## src/rtl/filter_pkg.sv

```systemverilog
// Shared types, constants and sizing helper for the filter frame streamer slice.
package filter_pkg;

  typedef logic [7:0] pixel_t;

  localparam int unsigned NUM_CH = 3;
  localparam int unsigned CH_W   = 2;

  typedef enum logic [1:0] {
    IDLE = 2'd0,
    SEND = 2'd1,
    DONE = 2'd2
  } stream_state_t;

  // Index width for an extent of n, never narrower than one bit.
  function automatic int unsigned idx_w(input int unsigned n);
    return (n <= 1) ? 1 : $clog2(n);
  endfunction

endpackage

```

## src/rtl/filter_frame_streamer_if.sv

```systemverilog
// Serial pixel stream (valid/ready) carrying one sample plus its indices and frame markers.
interface filter_frame_streamer_if #(
  parameter int unsigned HoriPixel  = 4,
  parameter int unsigned VertiPixel = 4
);
  localparam int unsigned HW = filter_pkg::idx_w(HoriPixel);
  localparam int unsigned VW = filter_pkg::idx_w(VertiPixel);

  filter_pkg::pixel_t           pix_data;
  logic [filter_pkg::CH_W-1:0]  pix_ch;
  logic [HW-1:0]                pix_h;
  logic [VW-1:0]                pix_v;
  logic                         pix_sof;
  logic                         pix_eof;
  logic                         pix_valid;
  logic                         pix_ready;

  modport master (
    output pix_data, pix_ch, pix_h, pix_v, pix_sof, pix_eof, pix_valid,
    input  pix_ready
  );

  modport slave (
    input  pix_data, pix_ch, pix_h, pix_v, pix_sof, pix_eof, pix_valid,
    output pix_ready
  );

endinterface

```

## src/rtl/filter_frame_streamer_counter.sv

```systemverilog
// Nested ch (innermost) / v / h (outermost) beat counters with look-ahead first/last flags.
module frame_index_counter
  import filter_pkg::*;
#(
  parameter int unsigned HoriPixel  = 4,
  parameter int unsigned VertiPixel = 4
) (
  input  logic                             clk,
  input  logic                             reset,
  input  logic                             i_clear,
  input  logic                             i_advance,
  output logic [CH_W-1:0]                  o_ch,
  output logic [idx_w(HoriPixel)-1:0]      o_h,
  output logic [idx_w(VertiPixel)-1:0]     o_v,
  output logic [CH_W-1:0]                  o_nxt_ch_c,
  output logic [idx_w(HoriPixel)-1:0]      o_nxt_h_c,
  output logic [idx_w(VertiPixel)-1:0]     o_nxt_v_c,
  output logic                             o_nxt_first_c,
  output logic                             o_nxt_last_c
);

  localparam int unsigned HW = idx_w(HoriPixel);
  localparam int unsigned VW = idx_w(VertiPixel);

  localparam logic [CH_W-1:0] CH_MAX = CH_W'(NUM_CH - 1);
  localparam logic [HW-1:0]   H_MAX  = HW'(HoriPixel - 1);
  localparam logic [VW-1:0]   V_MAX  = VW'(VertiPixel - 1);

  logic [CH_W-1:0] r_ch;
  logic [HW-1:0]   r_h;
  logic [VW-1:0]   r_v;

  logic [CH_W-1:0] w_nxt_ch;
  logic [HW-1:0]   w_nxt_h;
  logic [VW-1:0]   w_nxt_v;

  // Next index: clear wins, otherwise ch carries into v, v carries into h.
  always_comb begin
    w_nxt_ch = r_ch;
    w_nxt_h  = r_h;
    w_nxt_v  = r_v;
    if (i_clear) begin
      w_nxt_ch = '0;
      w_nxt_h  = '0;
      w_nxt_v  = '0;
    end else if (i_advance) begin
      if (r_ch == CH_MAX) begin
        w_nxt_ch = '0;
        if (r_v == V_MAX) begin
          w_nxt_v = '0;
          w_nxt_h = (r_h == H_MAX) ? '0 : r_h + HW'(1);
        end else begin
          w_nxt_v = r_v + VW'(1);
        end
      end else begin
        w_nxt_ch = r_ch + CH_W'(1);
      end
    end
  end

  always_ff @(posedge clk or negedge reset) begin
    if (!reset) begin
      r_ch <= '0;
      r_h  <= '0;
      r_v  <= '0;
    end else begin
      r_ch <= w_nxt_ch;
      r_h  <= w_nxt_h;
      r_v  <= w_nxt_v;
    end
  end

  assign o_ch          = r_ch;
  assign o_h           = r_h;
  assign o_v           = r_v;
  assign o_nxt_ch_c    = w_nxt_ch;
  assign o_nxt_h_c     = w_nxt_h;
  assign o_nxt_v_c     = w_nxt_v;
  assign o_nxt_first_c = (w_nxt_ch == '0) && (w_nxt_h == '0) && (w_nxt_v == '0);
  assign o_nxt_last_c  = (w_nxt_ch == CH_MAX) && (w_nxt_h == H_MAX) && (w_nxt_v == V_MAX);

endmodule

```

## src/rtl/filter_frame_streamer.sv

```systemverilog
// Captures the parallel filter image on start and streams it out one sample per beat.
module filter_frame_streamer
  import filter_pkg::*;
#(
  parameter int unsigned HoriPixel  = 4,
  parameter int unsigned VertiPixel = 4
) (
  input  logic                                                  clk,
  input  logic                                                  reset,
  input  logic                                                  start,
  input  pixel_t [0:NUM_CH-1][0:HoriPixel-1][0:VertiPixel-1]    frame,
  output logic                                                  busy,
  output logic                                                  done,
  filter_frame_streamer_if.master                               pix
);

  localparam int unsigned HW = idx_w(HoriPixel);
  localparam int unsigned VW = idx_w(VertiPixel);

  stream_state_t r_state;
  stream_state_t w_nxt_state;

  pixel_t [0:NUM_CH-1][0:HoriPixel-1][0:VertiPixel-1] r_buf;

  pixel_t r_data;
  logic   r_valid;
  logic   r_busy;
  logic   r_done;
  logic   r_sof;
  logic   r_eof;

  logic w_load;
  logic w_adv;

  logic [CH_W-1:0] w_ch;
  logic [HW-1:0]   w_h;
  logic [VW-1:0]   w_v;
  logic [CH_W-1:0] w_nxt_ch;
  logic [HW-1:0]   w_nxt_h;
  logic [VW-1:0]   w_nxt_v;
  logic            w_nxt_first;
  logic            w_nxt_last;

  frame_index_counter #(
    .HoriPixel  (HoriPixel),
    .VertiPixel (VertiPixel)
  ) u_idx (
    .clk           (clk),
    .reset         (reset),
    .i_clear       (w_load),
    .i_advance     (w_adv),
    .o_ch          (w_ch),
    .o_h           (w_h),
    .o_v           (w_v),
    .o_nxt_ch_c    (w_nxt_ch),
    .o_nxt_h_c     (w_nxt_h),
    .o_nxt_v_c     (w_nxt_v),
    .o_nxt_first_c (w_nxt_first),
    .o_nxt_last_c  (w_nxt_last)
  );

  always_ff @(posedge clk or negedge reset) begin
    if (!reset) begin
      r_state <= IDLE;
    end else begin
      r_state <= w_nxt_state;
    end
  end

  // Start is only honoured in IDLE; DONE always falls back to IDLE for one cycle.
  always_comb begin
    w_nxt_state = r_state;
    w_load      = 1'b0;
    w_adv       = 1'b0;
    unique case (r_state)
      IDLE: begin
        if (start) begin
          w_nxt_state = SEND;
          w_load      = 1'b1;
        end
      end
      SEND: begin
        if (pix.pix_ready) begin
          w_adv = 1'b1;
          if (r_eof) begin
            w_nxt_state = DONE;
          end
        end
      end
      DONE: begin
        w_nxt_state = IDLE;
      end
      default: begin
        w_nxt_state = IDLE;
      end
    endcase
  end

  // Snapshot storage; contents are don't-care until the first capture.
  always_ff @(posedge clk) begin
    if (w_load) begin
      r_buf <= frame;
    end
  end

  // Outputs are precomputed from the next state and next indices so they stay registered.
  always_ff @(posedge clk or negedge reset) begin
    if (!reset) begin
      r_data  <= '0;
      r_valid <= 1'b0;
      r_busy  <= 1'b0;
      r_done  <= 1'b0;
      r_sof   <= 1'b0;
      r_eof   <= 1'b0;
    end else begin
      r_valid <= (w_nxt_state == SEND);
      r_busy  <= (w_nxt_state == SEND);
      r_done  <= (w_nxt_state == DONE);
      r_sof   <= (w_nxt_state == SEND) && w_nxt_first;
      r_eof   <= (w_nxt_state == SEND) && w_nxt_last;
      if (w_load) begin
        r_data <= frame[0][0][0];
      end else if (w_adv) begin
        r_data <= r_buf[w_nxt_ch][w_nxt_h][w_nxt_v];
      end
    end
  end

  assign busy          = r_busy;
  assign done          = r_done;
  assign pix.pix_data  = r_data;
  assign pix.pix_ch    = w_ch;
  assign pix.pix_h     = w_h;
  assign pix.pix_v     = w_v;
  assign pix.pix_sof   = r_sof;
  assign pix.pix_eof   = r_eof;
  assign pix.pix_valid = r_valid;

endmodule

```

## src/flat_wrapper.sv

```systemverilog
// flat-port wrapper written by rule: the top's interface ports become plain ports
module filter_frame_streamer_flat import filter_pkg::*;
#(
  parameter int unsigned HoriPixel  = 4,
  parameter int unsigned VertiPixel = 4
)
  (clk, reset, start, frame, busy, done, pix_pix_data, pix_pix_ch, pix_pix_h, pix_pix_v, pix_pix_sof, pix_pix_eof, pix_pix_valid, pix_pix_ready);
  filter_frame_streamer_if #(.HoriPixel(HoriPixel), .VertiPixel(VertiPixel)) pix_i ();
  input  logic clk;
  input  logic reset;
  input  logic start;
  input  pixel_t [0:NUM_CH-1][0:HoriPixel-1][0:VertiPixel-1] frame;
  output logic busy;
  output logic done;
  output wire logic [$bits(pix_i.pix_data)-1:0] pix_pix_data;
  output wire logic [$bits(pix_i.pix_ch)-1:0] pix_pix_ch;
  output wire logic [$bits(pix_i.pix_h)-1:0] pix_pix_h;
  output wire logic [$bits(pix_i.pix_v)-1:0] pix_pix_v;
  output wire logic [$bits(pix_i.pix_sof)-1:0] pix_pix_sof;
  output wire logic [$bits(pix_i.pix_eof)-1:0] pix_pix_eof;
  output wire logic [$bits(pix_i.pix_valid)-1:0] pix_pix_valid;
  input wire logic [$bits(pix_i.pix_ready)-1:0] pix_pix_ready;
  assign pix_pix_data = pix_i.pix_data;
  assign pix_pix_ch = pix_i.pix_ch;
  assign pix_pix_h = pix_i.pix_h;
  assign pix_pix_v = pix_i.pix_v;
  assign pix_pix_sof = pix_i.pix_sof;
  assign pix_pix_eof = pix_i.pix_eof;
  assign pix_pix_valid = pix_i.pix_valid;
  assign pix_i.pix_ready = pix_pix_ready;
  filter_frame_streamer #(.HoriPixel(HoriPixel), .VertiPixel(VertiPixel)) u_core (.clk(clk), .reset(reset), .start(start), .frame(frame), .busy(busy), .done(done), .pix(pix_i));
endmodule
```

## config.mk

```make
export PLATFORM = sky130hd
export DESIGN_NAME = filter_frame_streamer_flat
export DESIGN_NICKNAME = d
export VERILOG_FILES = /design/src/rtl/filter_pkg.sv /design/src/rtl/filter_frame_streamer_if.sv /design/src/rtl/filter_frame_streamer_counter.sv /design/src/rtl/filter_frame_streamer.sv /design/src/flat_wrapper.sv
export SDC_FILE = /design/constraint.sdc
export NUM_CORES = 1
export LEC_CHECK = 0
export CAP_MARGIN = 25
export CORE_UTILIZATION = 51
export CTS_BUF_LIST = sky130_fd_sc_hd__clkbuf_4 sky130_fd_sc_hd__clkbuf_8
export CTS_CLUSTER_SIZE = 12
export DETAILED_ROUTE_END_ITERATION = 16
export GPL_TIMING_DRIVEN = 0
export PLACE_DENSITY = 0.89
export SYNTH_ARGS = -nofsm -noshare
export SYNTH_HDL_FRONTEND = slang
export SYNTH_SLANG_ARGS = --single-unit
```

## constraint.sdc

```tcl
create_clock -name clk -period 8.7 [get_ports clk]
set_clock_uncertainty 0.15 [all_clocks]
set_input_delay 2.175 -clock clk [delete_from_list [all_inputs] [get_ports clk]]
set_output_delay 2.175 -clock clk [all_outputs]
set_load 0.01 [all_outputs]
```

==> out/qor.log, run 1 <==
INFO  synthesis      yosys.cell_types.count=63
INFO  global_route   grt_pass1_vias=11.8k
INFO  pwr            report.power.total=5.28mW
INFO  clock_network  post-cts-setup-buffer-count=0
INFO  pwr            vdd_ir_drop_max=0.153mV
INFO  place          place.detailed.hpwl=36900um
INFO  synthesis      asyncSetResetFlopFracSynth=4.95%
INFO  global_route   wire_length_of_the_first_global_routing_pass=72500um
INFO  synthesis      synth_top_family_by_area=compound AO/OA/AOI/OAI gates
INFO  die            io-pin-count=407
INFO  timing         finalWorstPathRequiredPeriod=5.37ns
INFO  run_status     status=finished clean
INFO  synthesis      synth_largest_type_area_fraction=70.8%
INFO  clock_network  tritoncts=yes
INFO  route          postRouteAntennaNets=0
INFO  die            placementRows=65
INFO  synthesis      synth_edf_count=384
INFO  route          drt-initial-drc-count=993
INFO  timing         setup_total_negative_slack=0ns
INFO  route          viasPerCell=5.99
INFO  pwr            p_comb_share=26.2%
INFO  cells_and_area n_fill_cell=2013
INFO  synthesis      yosys.area_share.adder=0.154%
INFO  timing         timing_worst_slew_pin_value=1.03ns
INFO  die            dieArea=32700um2
INFO  route          route.detailed.wl_per_inst=26.3um
INFO  place          placedCellCount=1816
INFO  critical_path  cp_data_arrival_time=5.74ns
INFO  global_route   grt_start_max_net_pins=108
INFO  timing         setup-violations-final=0
INFO  pwr            power_switching_share=30.2%
INFO  synthesis      synth_mux_area_share=8.20%
INFO  route          highest-signal-layer=met5
INFO  synthesis      synthMostInstantiatedCell=edfxtp_1
INFO  clock_network  cts.reportedPaths.clkPinSlew=0.06ns
INFO  synthesis      seq_area_frac_synth=73.9%
INFO  die            dieHeight=181um
INFO  clock_network  htree_num_levels=3
INFO  place          placement_stage_cell_area=20900um2
INFO  min_path       hold_class=reg -> reg
INFO  cells_and_area multi_input_comb_area=3890um2
INFO  place          place_congestion=0.906
INFO  timing         timing.final.crit_share=61.8%
INFO  cells_and_area drive_gt1_share=14.4%
INFO  critical_path  critPathLaunch=start
INFO  die            core_area=31500um2
INFO  clock_network  ctsHoldBuffers=0
INFO  route          detailroute.via_count=11.6k
INFO  pwr            internal_power=3.69mW
INFO  synthesis      synthesized_area_fraction_occupied_by_ao_oa_aoi_and_oai_cells=9.74%
INFO  die            chipWidth=181um
INFO  die            floorplan.initialDensity=51.7%
INFO  cells_and_area register_area=12000um2
INFO  run            cap_violations=0
INFO  pwr            power.density_cell_area=237nW/um2
INFO  timing         rsz_0062_raised_after_global_routing=no
INFO  route          dr.pass1.iters=6
INFO  critical_path  reg2reg_depth=10
INFO  synthesis      synth.net_count=1395
INFO  global_route   track_usage=30.9%
INFO  synthesis      synth.avg_cell_area=16.2um2
INFO  critical_path  critPathLaunchType=input port
INFO  critical_path  worst_r2r_startpoint=u_core.u_idx.o_ch[1]
INFO  route          detailroute.wirelength.met3=4470um
INFO  synthesis      postSynth.topFlopCell=edfxtp_1
INFO  min_path       worstHoldStart=u_core.pix.pix_data[2]
INFO  synthesis      synth-xor-area-share=0%
INFO  global_route   gr-total-overflow=0
INFO  cells_and_area final-instance-count-excl-fill=1937
INFO  cells_and_area postLayoutCellArea=22300um2
INFO  synthesis      yosys-top-cells-count=384 x edfxtp_1, 95 x nand2_1, 63 x mux2_2
INFO  route          met1_length=18400um
INFO  pwr            switchingPower=1.59mW
INFO  route          drt-total-wl=50900um
INFO  route          drc=0
INFO  synthesis      yosys_register_bits=404
INFO  timing         fmax=186MHz
INFO  clock_network  clockBufferDepth=3
INFO  pwr            pwr-share-clk=30.6%
INFO  synthesis      dominant_cell_type_by_area_after_synthesis=edfxtp_1
INFO  synthesis      synth-simple-area-share=5.80%
INFO  synthesis      syn-cell-area=16300um2
INFO  synthesis      yosys_warnings=0
INFO  critical_path  timing_worst_setup_path_type=in -> reg
INFO  synthesis      postSynthCellCount=1005
INFO  place          port_buffers=405
INFO  timing         number_of_hold_slack_violations_in_the_final_timing_report=0
INFO  min_path       cell_count_of_the_worst_hold_path=2
INFO  pwr            power.static_leakage=7.47nW
INFO  timing         worst_relative_slew_slack=31.1%
INFO  clock_network  cts_inserted_buffers=68
INFO  clock_network  clk-insertion-delay-late=0.60ns
INFO  clock_network  tritoncts_num_sinks=404
INFO  route          wl_met2=25700um
INFO  timing         count_of_final_max_slew_check_failures=0
INFO  pwr            seq_power_share=43.2%
INFO  clock_network  post_cts_resize_count=0
INFO  cells_and_area layout-area-overhead-vs-synth=36.7%
INFO  cells_and_area final_nets=1876
INFO  critical_path  required=9.07ns
INFO  critical_path  setup.reg_to_reg.worst_slack=4.84ns
INFO  global_route   antenna_violations_before_repair=8
INFO  synthesis      post_synth_main_area_contributors=edfxtp_1 71%, mux2_2 4.4%, dfrtp_1 3.1%, mux2i_1 2.6%, nand2_1 2.2%
INFO  min_path       min_delay_worst_endpoint=u_core.pix.pix_data[2]
INFO  critical_path  critical_path_peak_fanout=105
INFO  critical_path  timing.critical_path.to_type=register
INFO  critical_path  critical_path.reg2reg.endpoint=u_core.pix.pix_data[7]
INFO  clock_network  clk_root_buffer_cell=clkbuf_8
==> kinds of logic (layout without fill, tap and decap cells) <==
logic type      count (synthesis)  count (layout)
compound gates                222             222
fa+ha+maj                       2               2
flops                         404             404
buf+inv                        69             592
mux                           115             115
simple gates                  193             193
other cells                     0               7
==> layer usage <==
| metal | vias to the layer above | track usage (%) |
|---|---|---|
| met5 | - | 0 |
| met3 | 145 | 7.34 |
| met1 | 5690 | 36.8 |
| li1 | 5051 | - |
| met2 | 715 | 52.7 |
| met4 | 2 | 15.5 |
==> worst max-delay path, stage by stage <==
cell,delay [ns]
clkdlybuf4s50_1,0.54
or3b_4,0.42
inv_1,0.19
buf_8,0.57
buf_16,0.47
nor3_1,0.11
nor3_1,0.17
a211oi_1,0.07
o32ai_1,0.51
nor4_1,0.22
a31oi_1,0.21
==> final cells by class <==
class | count | share of cell area [%]
multi-input combinational | 532 | 17.5
sequential | 404 | 54.0
clock buffer | 90 | 5.00
inverter | 8 | 0.146
clock inverter | 22 | 0.680
timing repair buffer | 411 | 18.8
tap | 402 | 2.26
buffer | 61 | 1.53
antenna | 7 | 0.0787
==> worst max path at each step <==
stage,end,slack (ns),cells past startpoint
6_report,u_core.pix.pix_data[0],3.33,11
5_1_grt,u_core.pix.pix_data[0],3.19,11
4_1_cts,u_core.pix.pix_data[3],3.38,11
3_5_place_dp,u_core.pix.pix_data[3],2.74,11
3_3_place_gp,u_core.pix.pix_data[6],-0.02,8
2_1_floorplan,u_core.pix.pix_data[6],2.01,8
==> power groups by stage <==
stage | Combinational (mW) | Clock [mW] | Sequential, mW
global placement | 1.33 | 0 | 2.32
detailed placement | 1.36 | 0 | 2.32
global route | 1.46 | 1.72 | 2.29
finish | 1.39 | 1.61 | 2.28
CTS | 1.37 | 1.64 | 2.28
floorplan | 0.716 | 0 | 2.33
==> state kept, by name (all words and copies together) (netlist names) <==
| name | count |
|---|---|
| u_core.r_buf | 384 |
| u_core.pix.pix_data | 8 |
| u_core.r_state | 2 |
| u_core.u_idx.o_ch | 2 |
| u_core.u_idx.o_h | 2 |
| u_core.u_idx.o_v | 2 |
| u_core.done | 1 |
| u_core.pix.pix_eof | 1 |
| u_core.pix.pix_sof | 1 |
| u_core.pix.pix_valid | 1 |
==> per-stage QoR <==
step / hold slack [ns] / worst slack (ns) / utilization, %
final: 0.409 / 3.33 / 70.7
after global routing: 0.443 / 3.19 / 70.7
after CTS: 0.411 / 3.38 / 70.6
after global placement: 0.384 / -0.0244 / 66.2
after detailed placement: 0.399 / 2.74 / 66.5
after floorplan: 0.370 / 2.01 / -
==> layout by cell type, fill, tap and decap left out, drive strengths merged, types with 5 or more instances in the layout <==
cell / Yosys / final
o211ai: 5 / 5
a22oi: 20 / 20
o32ai: 5 / 5
mux2: 64 / 64
a211oi: 7 / 7
a221oi: 38 / 38
mux4: 8 / 8
inv: 7 / 10
nor2: 20 / 20
nand3: 13 / 13
or3: 9 / 9
nand2: 95 / 95
edfxtp: 384 / 384
o22ai: 31 / 31
o311ai: 5 / 5
a31oi: 8 / 8
diode: 0 / 7
o21ai: 26 / 26
a21oi: 40 / 40
buf: 36 / 42
o221ai: 14 / 14
nor4: 9 / 9
clkinv: 1 / 19
dfrtp: 20 / 20
clkbuf: 25 / 115
nor3: 22 / 22
mux2i: 43 / 43
clkdlybuf4s50: 0 / 405
(Power assumes the default switching activity.)
==> inputs of run 2 (changes only) <==
==> constraint.sdc (replaced) <==
create_clock -name clk -period 5.05 [get_ports clk]
set_clock_uncertainty 0.15 [all_clocks]
set_input_delay 1.2625 -clock clk [delete_from_list [all_inputs] [get_ports clk]]
set_output_delay 1.2625 -clock clk [all_outputs]
set_load 0.01 [all_outputs]
==> out/qor.log, run 2 (synthesis results as in run 1) <==
INFO  clock_network  tritoncts_num_sinks=404
INFO  cells_and_area regMostFlops=u_core.r_buf
INFO  cells_and_area mostFrequentLayoutCells=405 x clkdlybuf4s50_1, 384 x edfxtp_1, 95 x nand2_1
INFO  global_route   grt.met2_usage=51.1%
INFO  timing         count_of_final_max_slew_check_failures=0
INFO  clock_network  post_cts_resize_count=0
INFO  critical_path  cp_data_arrival_time=4.78ns
INFO  die            io-pin-count=407
INFO  die            dieHeight=181um
INFO  run            cap_violations=0
INFO  die            core_area=31500um2
INFO  die            placementRows=65
INFO  min_path       hold_class=reg -> reg
INFO  global_route   grt_pass1_vias=12.0k
INFO  place          place_congestion=0.902
INFO  min_path       cell_count_of_the_worst_hold_path=2
INFO  route          drt-total-wl=50100um
INFO  critical_path  critPathLaunchType=input port
INFO  clock_network  tritoncts=yes
INFO  cells_and_area layout.cells.most_common=clkdlybuf4s50_1
INFO  global_route   grt_met1_usage=36.6%
INFO  clock_network  htree_num_levels=3
INFO  cells_and_area register_area=12000um2
INFO  timing         finalWorstPathRequiredPeriod=4.41ns
INFO  global_route   track_usage=30.4%
INFO  global_route   antenna_violations_before_repair=10
INFO  clock_network  cts.reportedPaths.clkPinSlew=0.07ns
INFO  global_route   gr-total-overflow=0
INFO  critical_path  required=5.42ns
INFO  route          drc=0
INFO  cells_and_area n_fill_cell=1961
INFO  critical_path  worst_r2r_startpoint=u_core.r_state[1]
INFO  pwr            power.density_cell_area=414nW/um2
INFO  global_route   global_route.usage.met3=6.93%
INFO  cells_and_area multi_input_comb_area=3890um2
INFO  clock_network  clockBufferDepth=3
INFO  global_route   grt_start_max_net_pins=134
INFO  clock_network  ctsHoldBuffers=0
INFO  critical_path  timing.critical_path.to_type=register
INFO  critical_path  timing_worst_setup_path_type=in -> reg
INFO  min_path       worstHoldStart=u_core.pix.pix_data[4]
INFO  timing         number_of_hold_slack_violations_in_the_final_timing_report=0
INFO  clock_network  clk_root_buffer_cell=clkbuf_8
INFO  timing         rsz_0062_raised_after_global_routing=no
INFO  critical_path  reg2reg_depth=12
INFO  timing         timing.final.crit_share=87.2%
INFO  run_status     status=finished clean
INFO  die            floorplan.initialDensity=51.7%
INFO  critical_path  setup.reg_to_reg.worst_slack=1.30ns
INFO  route          route.detailed.wl_per_inst=25.7um
INFO  place          port_buffers=405
INFO  global_route   wire_length_of_the_first_global_routing_pass=71700um
INFO  global_route   busiest_layer=met2
INFO  cells_and_area layout-area-overhead-vs-synth=37.4%
INFO  clock_network  clk-insertion-delay-late=0.62ns
INFO  clock_network  cts_inserted_buffers=68
INFO  pwr            power.static_leakage=7.53nW
INFO  pwr            report.power.total=9.28mW
INFO  timing         fmax=227MHz
INFO  cells_and_area final_nets=1876
INFO  die            chipWidth=181um
INFO  pwr            vdd_ir_drop_max=0.266mV
INFO  place          placement_stage_cell_area=20900um2
INFO  critical_path  critical_path_peak_fanout=133
INFO  timing         setup-violations-final=0
INFO  route          dr.pass1.iters=6
INFO  place          place.detailed.hpwl=36700um
INFO  min_path       min_delay_worst_endpoint=u_core.pix.pix_data[4]
INFO  timing         worst_relative_slew_slack=30.5%
INFO  route          postRouteAntennaNets=0
INFO  cells_and_area drive_gt1_share=14.9%
INFO  clock_network  post-cts-setup-buffer-count=0
INFO  timing         timing_worst_slew_pin_value=1.03ns
INFO  route          viasPerCell=5.95
INFO  route          drt-initial-drc-count=1111
INFO  die            dieArea=32700um2
INFO  cells_and_area number_of_flip_flops_under_the_largest_register_name=384
INFO  cells_and_area postLayoutCellArea=22400um2
INFO  critical_path  critical_path.reg2reg.endpoint=u_core.pix.pix_data[7]
INFO  route          detailroute.via_count=11.6k
==> run 2: routing by layer <==
metal	part of all wire, %	vias to the layer above	routed length, um
li1	-	5062	-
met1	36	5614	18100
met2	49	767	24800
met3	9.2	154	4630
met4	5.0	2	2510
met5	0.022	-	11
==> run 2: power by group <==
part	internal [mW]	switching (mW)	total, mW
clock network	1.63	1.34	2.97
logic	1.01	1.37	2.38
registers	3.85	0.0791	3.93
==> run 2: metrics by stage <==
stage                     std cells  TNS [ns]  util [%]  hold WS, ns  worst slack, ns
after floorplan                1005         0         -        0.370           0.0407
after global placement         1812   -153.24      66.2        0.388            -1.71
after detailed placement       1815     -1.62      66.5        0.391           -0.413
after CTS                      1939         0      70.9        0.403            0.218
after global routing           1949         0      71.1        0.451            0.511
final                          1951         0      71.1        0.409            0.645
==> run 2: worst max-delay path by stage <==
| stage | from | to | slack (ns) | cells past startpoint |
|---|---|---|---|---|
| global route | start | u_core.pix.pix_data[3] | 0.51 | 10 |
| floorplan | start | u_core.pix.pix_data[6] | 0.04 | 8 |
| detailed placement | start | u_core.pix.pix_data[6] | -0.41 | 10 |
| global placement | start | u_core.pix.pix_data[6] | -1.71 | 9 |
| CTS | start | u_core.pix.pix_data[6] | 0.22 | 10 |
| finish | start | u_core.pix.pix_data[3] | 0.64 | 10 |
==> run 2: cell type report <==
class / instances / share of cell area (%)
Inverter: 8 / 0.145
Sequential cell: 404 / 53.8
Timing Repair Buffer: 411 / 18.7
Antenna cell: 9 / 0.101
Buffer: 61 / 1.53
Clock buffer: 87 / 4.85
Tap cell: 402 / 2.25
Multi-Input combinational cell: 532 / 17.4
Clock inverter: 37 / 1.33
==> run 2: worst max-delay path, cell delays in order <==
cell and delay, ns:
clkdlybuf4s50_1 0.52, or3b_4 0.41, inv_1 0.20, buf_8 0.73, o311ai_0 0.29, o21ai_0 0.22, a211oi_1 0.16, o32ai_1 0.41
nor4_1 0.20, a31oi_1 0.23
==> inputs of run 3 (changes only) <==
--- a/config.mk
+++ b/config.mk
@@ -6,12 +6,13 @@
 export NUM_CORES = 1
 export LEC_CHECK = 0
 export CAP_MARGIN = 25
-export CORE_UTILIZATION = 51
-export CTS_BUF_LIST = sky130_fd_sc_hd__clkbuf_4 sky130_fd_sc_hd__clkbuf_8
+export CORE_UTILIZATION = 49
+export CTS_BUF_LIST = sky130_fd_sc_hd__clkbuf_16
 export CTS_CLUSTER_SIZE = 12
 export DETAILED_ROUTE_END_ITERATION = 16
 export GPL_TIMING_DRIVEN = 0
-export PLACE_DENSITY = 0.89
+export MAX_ROUTING_LAYER = met4
+export PLACE_DENSITY = 0.87
 export SYNTH_ARGS = -nofsm -noshare
 export SYNTH_HDL_FRONTEND = slang
 export SYNTH_SLANG_ARGS = --single-unit
==> out/qor.log, run 3 (synthesis results as in run 1) <==
INFO  pwr            power.density_cell_area=414nW/um2
INFO  route          route.detailed.wl_per_inst=26.0um
INFO  cells_and_area register_area=12000um2
INFO  clock_network  htree_num_levels=2
INFO  clock_network  clk_root_buffer_cell=clkbuf_16
INFO  min_path       hold_class=reg -> reg
INFO  die            core_area=32600um2
INFO  critical_path  required=5.39ns
INFO  clock_network  ctsHoldBuffers=0
INFO  pwr            vdd_ir_drop_max=0.275mV
INFO  die            chipWidth=184um
INFO  global_route   grt_pass1_vias=11.7k
INFO  die            placementRows=66
INFO  route          viasPerCell=5.75
INFO  place          port_buffers=405
INFO  cells_and_area number_of_flip_flops_under_the_largest_register_name=384
INFO  timing         rsz_0062_raised_after_global_routing=no
INFO  pwr            power.static_leakage=7.48nW
INFO  critical_path  cp_data_arrival_time=4.97ns
INFO  critical_path  reg2reg_depth=9
INFO  run_status     status=finished clean
INFO  cells_and_area multi_input_comb_area=3890um2
INFO  route          drt-total-wl=50400um
INFO  die            io-pin-count=407
INFO  route          dr.pass1.iters=5
INFO  clock_network  cts_inserted_buffers=43
INFO  global_route   antenna_violations_before_repair=7
INFO  route          drt-initial-drc-count=996
INFO  clock_network  post-cts-setup-buffer-count=0
INFO  critical_path  critical-path-max-stage-delay=0.89ns
INFO  global_route   track_usage=30.7%
INFO  cells_and_area n_fill_cell=2152
INFO  critical_path  crit_path_top_delay_cell=nor3_1
INFO  clock_network  cts.reportedPaths.clkPinSlew=0.06ns
INFO  critical_path  critPathLaunchType=input port
INFO  timing         timing_worst_slew_pin_value=1.11ns
INFO  critical_path  timing.critical_path.to_type=register
INFO  clock_network  tritoncts_num_sinks=404
INFO  cells_and_area drive_gt1_share=11.7%
INFO  cells_and_area post-route-util=68.3%
INFO  clock_network  clk-insertion-delay-late=0.57ns
INFO  run            cap_violations=0
INFO  critical_path  critical_path_peak_fanout=133
INFO  clock_network  tritoncts=yes
INFO  global_route   grt_start_max_net_pins=144
INFO  timing         worst_relative_slew_slack=25.3%
INFO  global_route   wire_length_of_the_first_global_routing_pass=71800um
INFO  place          place_congestion=0.882
INFO  die            dieArea=34000um2
INFO  timing         whs=0.405ns
INFO  min_path       cell_count_of_the_worst_hold_path=2
INFO  critical_path  timing_worst_setup_path_type=in -> reg
INFO  die            floorplan.initialDensity=49.9%
INFO  clock_network  post_cts_resize_count=0
INFO  cells_and_area final-instance-count-excl-fill=1937
INFO  cells_and_area final_nets=1849
INFO  cells_and_area mostFrequentLayoutCells=405 x clkdlybuf4s50_1, 384 x edfxtp_1, 95 x nand2_1
INFO  timing         finalWorstPathRequiredPeriod=4.64ns
INFO  cells_and_area layout.cells.most_common=clkdlybuf4s50_1
INFO  timing         number_of_hold_slack_violations_in_the_final_timing_report=0
INFO  timing         fmax=216MHz
INFO  place          place.detailed.hpwl=36500um
INFO  cells_and_area layout-area-overhead-vs-synth=36.9%
INFO  timing         timing.final.crit_share=91.9%
INFO  route          detailroute.wirelength.met3=3620um
INFO  timing         setup-violations-final=0
INFO  die            dieHeight=184um
INFO  route          drc=0
INFO  timing         setup_total_negative_slack=0ns
INFO  route          highest-signal-layer=met4
INFO  route          met1_length=19200um
INFO  critical_path  crit_chain=clkdlybuf4s50_1 > or3b_4 > inv_1 > buf_8 > a21oi_1 > nor3_1 > o311ai_0 > o41a_1 > a31oi_1
INFO  place          placedCellCount=1854
INFO  route          postRouteAntennaNets=0
INFO  clock_network  clockBufferDepth=3
INFO  route          detailroute.via_count=11.1k
INFO  cells_and_area regMostFlops=u_core.r_buf
INFO  timing         count_of_final_max_slew_check_failures=0
INFO  route          wl_met2=25300um
INFO  pwr            report.power.total=9.24mW
INFO  global_route   gr-total-overflow=0
## run 3: power by group
part           internal [mW]  switching, mW
registers               3.85         0.0778
clock network           1.64           1.27
logic                   1.01           1.39
total                   6.50           2.74
## run 3: path summary, 6_finish.rpt
check                      slack, ns                      to               from
max in group asynchronous       3.62       u_core.r_state[0]              reset
min reg2reg                     0.40       u_core.r_state[1]  u_core.r_state[1]
min in group asynchronous       0.77    u_core.pix.pix_valid              reset
max reg2reg                     1.11  u_core.pix.pix_data[6]  u_core.r_state[0]
min                             0.40       u_core.r_state[1]  u_core.r_state[1]
max                             0.41  u_core.pix.pix_data[6]              start
## run 3: cell type report
type	instances	area share, %
Sequential cell	404	54.0
Timing Repair Buffer	409	18.6
Multi-Input combinational cell	532	17.5
Clock buffer	43	4.83
Tap cell	442	2.48
Buffer	61	1.53
Clock inverter	31	0.926
Inverter	8	0.146
Antenna cell	7	0.0786
## run 3: metal layers
metal | global-route usage [%] | up-vias
met5 | - | -
met4 | 15.6 | 0
met3 | 5.81 | 122
met2 | 50.1 | 575
met1 | 36.4 | 5456
li1 | - | 4990
## run 3: critical path: cells and delay by family
family | cells | cell delay [ns]
AO/OA/AOI/OAI | 4 | 0.90
AND/OR/NAND/NOR | 2 | 1.31
buffers and inverters | 3 | 1.48
## run 3: through the flow
step           area (um2)  worst slack [ns]
3_3_place_gp        20900             -1.76
3_5_place_dp        21000            -0.112
4_1_cts             22200             0.486
6_report            22300             0.411
2_1_floorplan       16300            0.0407
5_1_grt             22300             0.176
